[config.mk]
export PLATFORM = sky130hd
export DESIGN_NAME = cdb_arbiter
export DESIGN_NICKNAME = d
export VERILOG_FILES = /design/src/rtl/cdb_arbiter.sv
export SDC_FILE = /design/constraint.sdc
export NUM_CORES = 1
export LEC_CHECK = 0
export ABC_AREA = 1
export CAP_MARGIN = 40
export CORE_MARGIN = 2
export CORE_UTILIZATION = 40
export CTS_BUF_LIST = sky130_fd_sc_hd__clkbuf_2
export DETAILED_ROUTE_END_ITERATION = 12
export PLACE_DENSITY = 0.87
export SYNTH_ARGS = -nofsm -noshare
export SYNTH_HDL_FRONTEND = slang
export SYNTH_SLANG_ARGS = --single-unit
[constraint.sdc]
create_clock -name clk -period 4.5 [get_ports clk]
set_input_delay 1.35 -clock clk [delete_from_list [all_inputs] [get_ports clk]]
set_output_delay 1.35 -clock clk [all_outputs]
set_load 0.005 [all_outputs]
[src/rtl/cdb_arbiter.sv]
// Common data bus arbiter: picks one of ALU/Load/Branch results per cycle
// with round-robin fairness and broadcasts it, registered, to ROB and RS.
//
// Ports:
//   clk, rst (async, active-low), flush (sync, active-high)
//   alu_/ld_/br_ valid, entry, value  : result requests from each unit
//   alu_/ld_/br_ ready                : combinational grants
//   cdb_valid, cdb_entry, cdb_value   : registered broadcast
module cdb_arbiter #(
    parameter int Entry_Width = 4,
    parameter int Data_Width  = 32
) (
    input  logic                   clk,
    input  logic                   rst,
    input  logic                   flush,

    input  logic                   alu_valid,
    input  logic [Entry_Width-1:0] alu_entry,
    input  logic [Data_Width-1:0]  alu_value,
    output logic                   alu_ready,

    input  logic                   ld_valid,
    input  logic [Entry_Width-1:0] ld_entry,
    input  logic [Data_Width-1:0]  ld_value,
    output logic                   ld_ready,

    input  logic                   br_valid,
    input  logic [Entry_Width-1:0] br_entry,
    input  logic [Data_Width-1:0]  br_value,
    output logic                   br_ready,

    output logic                   cdb_valid,
    output logic [Entry_Width-1:0] cdb_entry,
    output logic [Data_Width-1:0]  cdb_value
);

    localparam logic [1:0] IdxAlu = 2'd0;
    localparam logic [1:0] IdxLd  = 2'd1;
    localparam logic [1:0] IdxBr  = 2'd2;

    // Highest-priority requester index
    logic [1:0] ptr;
    logic [1:0] eff_ptr;

    logic [2:0] valid_vec;
    logic       any_valid;
    logic [1:0] grant_idx;
    logic [2:0] grant_vec;
    logic       transfer;
    logic [1:0] ptr_next;

    logic [Entry_Width-1:0] sel_entry;
    logic [Data_Width-1:0]  sel_value;

    assign valid_vec = {br_valid, ld_valid, alu_valid};
    assign any_valid = |valid_vec;

    // The illegal encoding 3 behaves as 0 until it is reloaded
    assign eff_ptr = (ptr == 2'd3) ? IdxAlu : ptr;

    // Rotating search starting at eff_ptr
    always_comb begin
        grant_idx = IdxAlu;
        case (eff_ptr)
            IdxLd: begin
                if (valid_vec[1])      grant_idx = IdxLd;
                else if (valid_vec[2]) grant_idx = IdxBr;
                else                   grant_idx = IdxAlu;
            end
            IdxBr: begin
                if (valid_vec[2])      grant_idx = IdxBr;
                else if (valid_vec[0]) grant_idx = IdxAlu;
                else                   grant_idx = IdxLd;
            end
            default: begin
                if (valid_vec[0])      grant_idx = IdxAlu;
                else if (valid_vec[1]) grant_idx = IdxLd;
                else                   grant_idx = IdxBr;
            end
        endcase
    end

    // Grants are suppressed during reset and flush
    assign transfer  = rst & ~flush & any_valid;
    assign grant_vec = transfer ? (3'b001 << grant_idx) : 3'b000;

    assign alu_ready = grant_vec[0];
    assign ld_ready  = grant_vec[1];
    assign br_ready  = grant_vec[2];

    assign ptr_next = (grant_idx == IdxBr) ? IdxAlu : grant_idx + 2'd1;

    always_comb begin
        sel_entry = '0;
        sel_value = '0;
        unique case (1'b1)
            grant_vec[0]: begin
                sel_entry = alu_entry;
                sel_value = alu_value;
            end
            grant_vec[1]: begin
                sel_entry = ld_entry;
                sel_value = ld_value;
            end
            grant_vec[2]: begin
                sel_entry = br_entry;
                sel_value = br_value;
            end
            default: begin
                sel_entry = '0;
                sel_value = '0;
            end
        endcase
    end

    always_ff @(posedge clk or negedge rst) begin
        if (!rst) begin
            cdb_valid <= 1'b0;
            cdb_entry <= '0;
            cdb_value <= '0;
            ptr       <= IdxAlu;
        end else if (flush) begin
            cdb_valid <= 1'b0;
            ptr       <= IdxAlu;
        end else if (transfer) begin
            cdb_valid <= 1'b1;
            cdb_entry <= sel_entry;
            cdb_value <= sel_value;
            ptr       <= ptr_next;
        end else begin
            cdb_valid <= 1'b0;
            ptr       <= eff_ptr;
        end
    end

endmodule
======== Word-level counts from Yosys, hierarchy flattened ========
Cells that the tools add are included.
cells by class
  add/subtract/negate cells ............... 1
  equal/unequal tests ..................... 4
  shift operators ......................... 1
  mux-type cells .......................... 16
  bitwise logic cells ..................... 3
  reductions and logical operators ........ 2
operators with widths
  operator             count
  $pmux 32 s3          1
  $mux 2               9
  $pmux 4 s3           1
  $eq 2x2->1 const B   3
  $pmux 2 s2           1
  $mux 1               3
  $mux 3               1
  $reduce_or 3->1      1
  $shl 1x2->3 const A  1
  $add 2x1->2 const B  1
  $and 1x1->1          2
  $eq 2x1->1 const B   1
  $reduce_and 2->1     1
  $not 1->1            1
storage, ports and cells
  register bits ........................... 39
  input port bits ......................... 114

======== Longest topological paths before layout ========
  depth in word-level cells ............... 8
  gate-level depth with buffers ........... 11
  depth with buffers taken out ............ 10

======== Worst setup path after synthesis ========
No wires, ideal clock.
  path type ............................... input port to output port
  start ................................... in alu_valid
  end ..................................... out br_ready
  arrival ................................. 2.118 ns
  required time ........................... 3.150 ns
  slack ................................... 1.032 ns
  cell stages on the path ................. 6
  cell sequence ........................... nor2_2 -> nand2_1 -> nand2_4 -> nand2_4 -> nor2_8 -> clkbuf_4
between the ends
  word-level cells in the longest chain between the ends .. 5
  elaborated cells between the ends (all ways) .. 8
  those cells by class .................... shift (1); mux (5); bitwise (1); reduce/logical (1)
RTL lines
  item         RTL line  source
  from (decl)  17        input logic alu_valid,
  $mux 1       72        else if (valid_vec[0]) grant_idx = IdxAlu;
  $mux 2       71        if (valid_vec[2]) grant_idx = IdxBr;
  $pmux 2 s2   64        case (eff_ptr)
  $shl 1x2->3  85        assign grant_vec = transfer ? (3'b001 << grant_idx) : 3'b000;
  $mux 3 *     85
  to (decl)    30        output logic br_ready,
Mark *: on every way between the ends. The rest lies on a longest branch, timed or not.

======== Final worst setup path ========
  start ................................... in ld_valid
  end ..................................... out alu_ready
between the ends
  word-level cells in the longest chain between the ends .. 5
  elaborated cells between the ends (all ways) .. 8
  those cells by class .................... shift (1); mux (5); bitwise (1); reduce/logical (1)
RTL lines
  item         RTL line  source
  from (decl)  22        input logic ld_valid,
  $mux 2       77        else if (valid_vec[1]) grant_idx = IdxLd;
  $mux 2       76        if (valid_vec[0]) grant_idx = IdxAlu;
  $pmux 2 s2   64
  $shl 1x2->3  85
  $mux 3 *     85
  to (decl)    20        output logic alu_ready,
Marks and branches as above.

==> results.json <==
{
  "wirelength_um": 7790,
  "combPwrFrac_pct": 40.2,
  "slew_viol_final": 0,
  "initial_utilization_pct": 41.4,
  "n_antenna_cell": 0,
  "r2r_start": "ptr[0]",
  "num_vias": 2681,
  "mostFrequentLayoutCells": "clkdlybuf4s50_1 (152), nand2_1 (83), nand3_1 (75)",
  "ant_nets": 0,
  "p_leak_nw": 1.59,
  "pre_cts_ws_ns": 0.111,
  "ys_top_cells_by_area": "dfrtp_1 (43%), nand3_1 (16%), nand2_1 (14%), nand4_1 (11%), buf_6 (2.5%)",
  "finalCriticalPeriod_ns": 4.39,
  "clk_pin_slew_worst_paths_ns": 0.18,
  "ir_worst_vdd_v": 0.000121,
  "post-cts-setup-buffer-count": 0,
  "clk_latency_ns": 0.40,
  "ys_seq_area_share_pct": 42.8,
  "finalHoldViolCount": 0,
  "worst_pin_slew_ns": 0.527,
  "pin_count": 154,
  "num_rows": 27,
  "synth-seq-cells": 39,
  "power_per_cell_area_nw_per_um2": 261,
  "cts_root_buf": "clkbuf_2",
  "grt_pass1_wl_um": 12100,
  "max_freq_ghz": 0.228,
  "whs_ns": 0.531,
  "synth_top_area_share_pct": 42.8,
  "ys_types": 23,
  "h-tree-depth": 2,
  "final_cells": 503,
  "fp.dieW_um": 79.5,
  "die_area_um2": 6320,
  "dr.first_iter.drc_count": 154,
  "path_max_fanout": 5,
  "syn-num-nets": 401,
  "max_slew_margin_pct": 64.9,
  "status": "complete, no violations",
  "setup_violations": 0,
  "rsz0062_at_grt": "false",
  "cts_resized": 0,
  "setup_tns_ns": 0,
  "total_power_uw": 997,
  "area_growth_syn_to_layout_pct": 67.7,
  "p_switching_uw": 300,
  "crit_start": "ld_valid",
  "avgViaCountPerCell": 5.33,
  "grt_usage_pct": 24.5,
  "p_clk_share_pct": 14.5,
  "clockBufferDepth": 2,
  "die_h_um": 79.5,
  "maxCapViolCount": 0,
  "grt_util_met2_pct": 45.3,
  "busiest_layer": "met2",
  "synthCells": 284,
  "cts_tree": "done",
  "dp.cells": 496,
  "finalCritPeriodShare_pct": 97.5,
  "grt_use_met3_pct": 7.01,
  "p_seq_share_pct": 45.3,
  "wl_per_cell_um": 15.5,
  "cts_made_buffers": 5,
  "cts_hold_buf": 0,
  "clock_skew_ns": 0.0250,
  "yosysTopAreaCell": "dfrtp_1",
  "layout.cells.most_common": "clkdlybuf4s50_1",
  "layout.nets": 548,
  "setup_ws_ns": 0.113,
  "grt_max_degree": 56,
  "portBuffers": 153,
  "met1_usage_pct": 26.8,
  "setup.worst_path.class": "in -> out",
  "finalInstanceArea_um2": 3820,
  "synth_area_per_cell_um2": 8.03,
  "drive_above_1_share_pct": 6.03,
  "cts.sinks": 39,
  "cp-start-kind": "input port",
  "p_int_uw": 697,
  "yosys_warnings": 0,
  "switching_share_pct": 30.1,
  "firstDrtPassIters": 4,
  "required_ns": 3.15,
  "post-dp-hpwl_um": 5840,
  "placed_cell_area_um2": 3790,
  "cp-end-kind": "output pin",
  "drc": 0,
  "core-area_um2": 5510,
  "hp-class": "reg -> reg",
  "gp_congestion": 0.815,
  "syn_area_um2": 2280,
  "overflow": 0,
  "fin_util_pct": 69.5,
  "critPathArrivalTime_ns": 3.04,
  "antenna_found_initial": 0,
  "grt_pass1_vias": 2572,
  "min_from": "cdb_value[1]"
}
-- area by class of cell --
class	count	area [um2]
Clock buffer	5	25.0
Clock inverter	2	8.76
Fill cell	467	1680
Inverter	10	37.5
Multi-Input combinational cell	213	1090
Sequential cell	39	976
Tap cell	72	90.1
Timing Repair Buffer	162	1590
-- synth_stat cells --
library cell	number
nor2_8	1
buf_6	5
clkbuf_1	6
nand3_1	75
clkbuf_4	1
o21ai_1	1
nand2_2	2
inv_2	1
nor2_2	1
buf_12	2
dfrtp_1	39
a21oi_4	1
inv_1	9
nor2_4	1
nand2_1	83
nor2_1	1
nand4_1	39
buf_2	5
a21oi_1	2
nand3_4	1
ha_1	3
buf_4	3
nand2_4	2
-- per-layer routing --
metal / share of wire [%] / vias to the layer above
li1: - / 1273
met1: 38 / 1279
met2: 51 / 119
met3: 9.2 / 10
met4: 1.7 / 0
met5: 0 / -
-- cell families after synthesis --
kind of cell | after synthesis | synth area share (%)
buf+inv | 32 | 9.27
simple gates | 206 | 44.9
fa+ha+maj | 3 | 1.65
flops | 39 | 42.8
compound gates | 4 | 1.37
-- path summary, 6_finish.rpt --
kind	end	slack (ns)	cells after the start
max reg2reg	cdb_value[27]	2.48	9
max	alu_ready	0.11	10
max in group asynchronous	cdb_entry[2]	3.03	2
min	cdb_value[1]	0.53	2
min reg2reg	cdb_value[1]	0.53	2
min in group asynchronous	ptr[0]	0.78	1
-- state kept, by name, summed over array words and instances, names as in the netlist --
signal and cells:
cdb_value 32, ptr 2, cdb_valid 1, cdb_entry 4
-- power by group through the flow --
stage | combinational (mW) | sequential (mW) | clock, mW
2_1_floorplan | 0.126 | 0.462 | 0
3_3_place_gp | 0.394 | 0.454 | 0
3_5_place_dp | 0.403 | 0.458 | 0
4_1_cts | 0.405 | 0.452 | 0.150
5_1_grt | 0.435 | 0.460 | 0.170
6_report | 0.401 | 0.452 | 0.145
-- critical path: stages --
cell and delay, ns:
clkdlybuf4s50_1 0.55, inv_1 0.09, nand2_1 0.06, nand2_1 0.05, nand2_1 0.09, nand2_4 0.09, nor2_4 0.12, nand2_1 0.08
inv_1 0.05, clkdlybuf4s50_1 0.50
No activity file was read; power rests on OpenSTA's default activity.
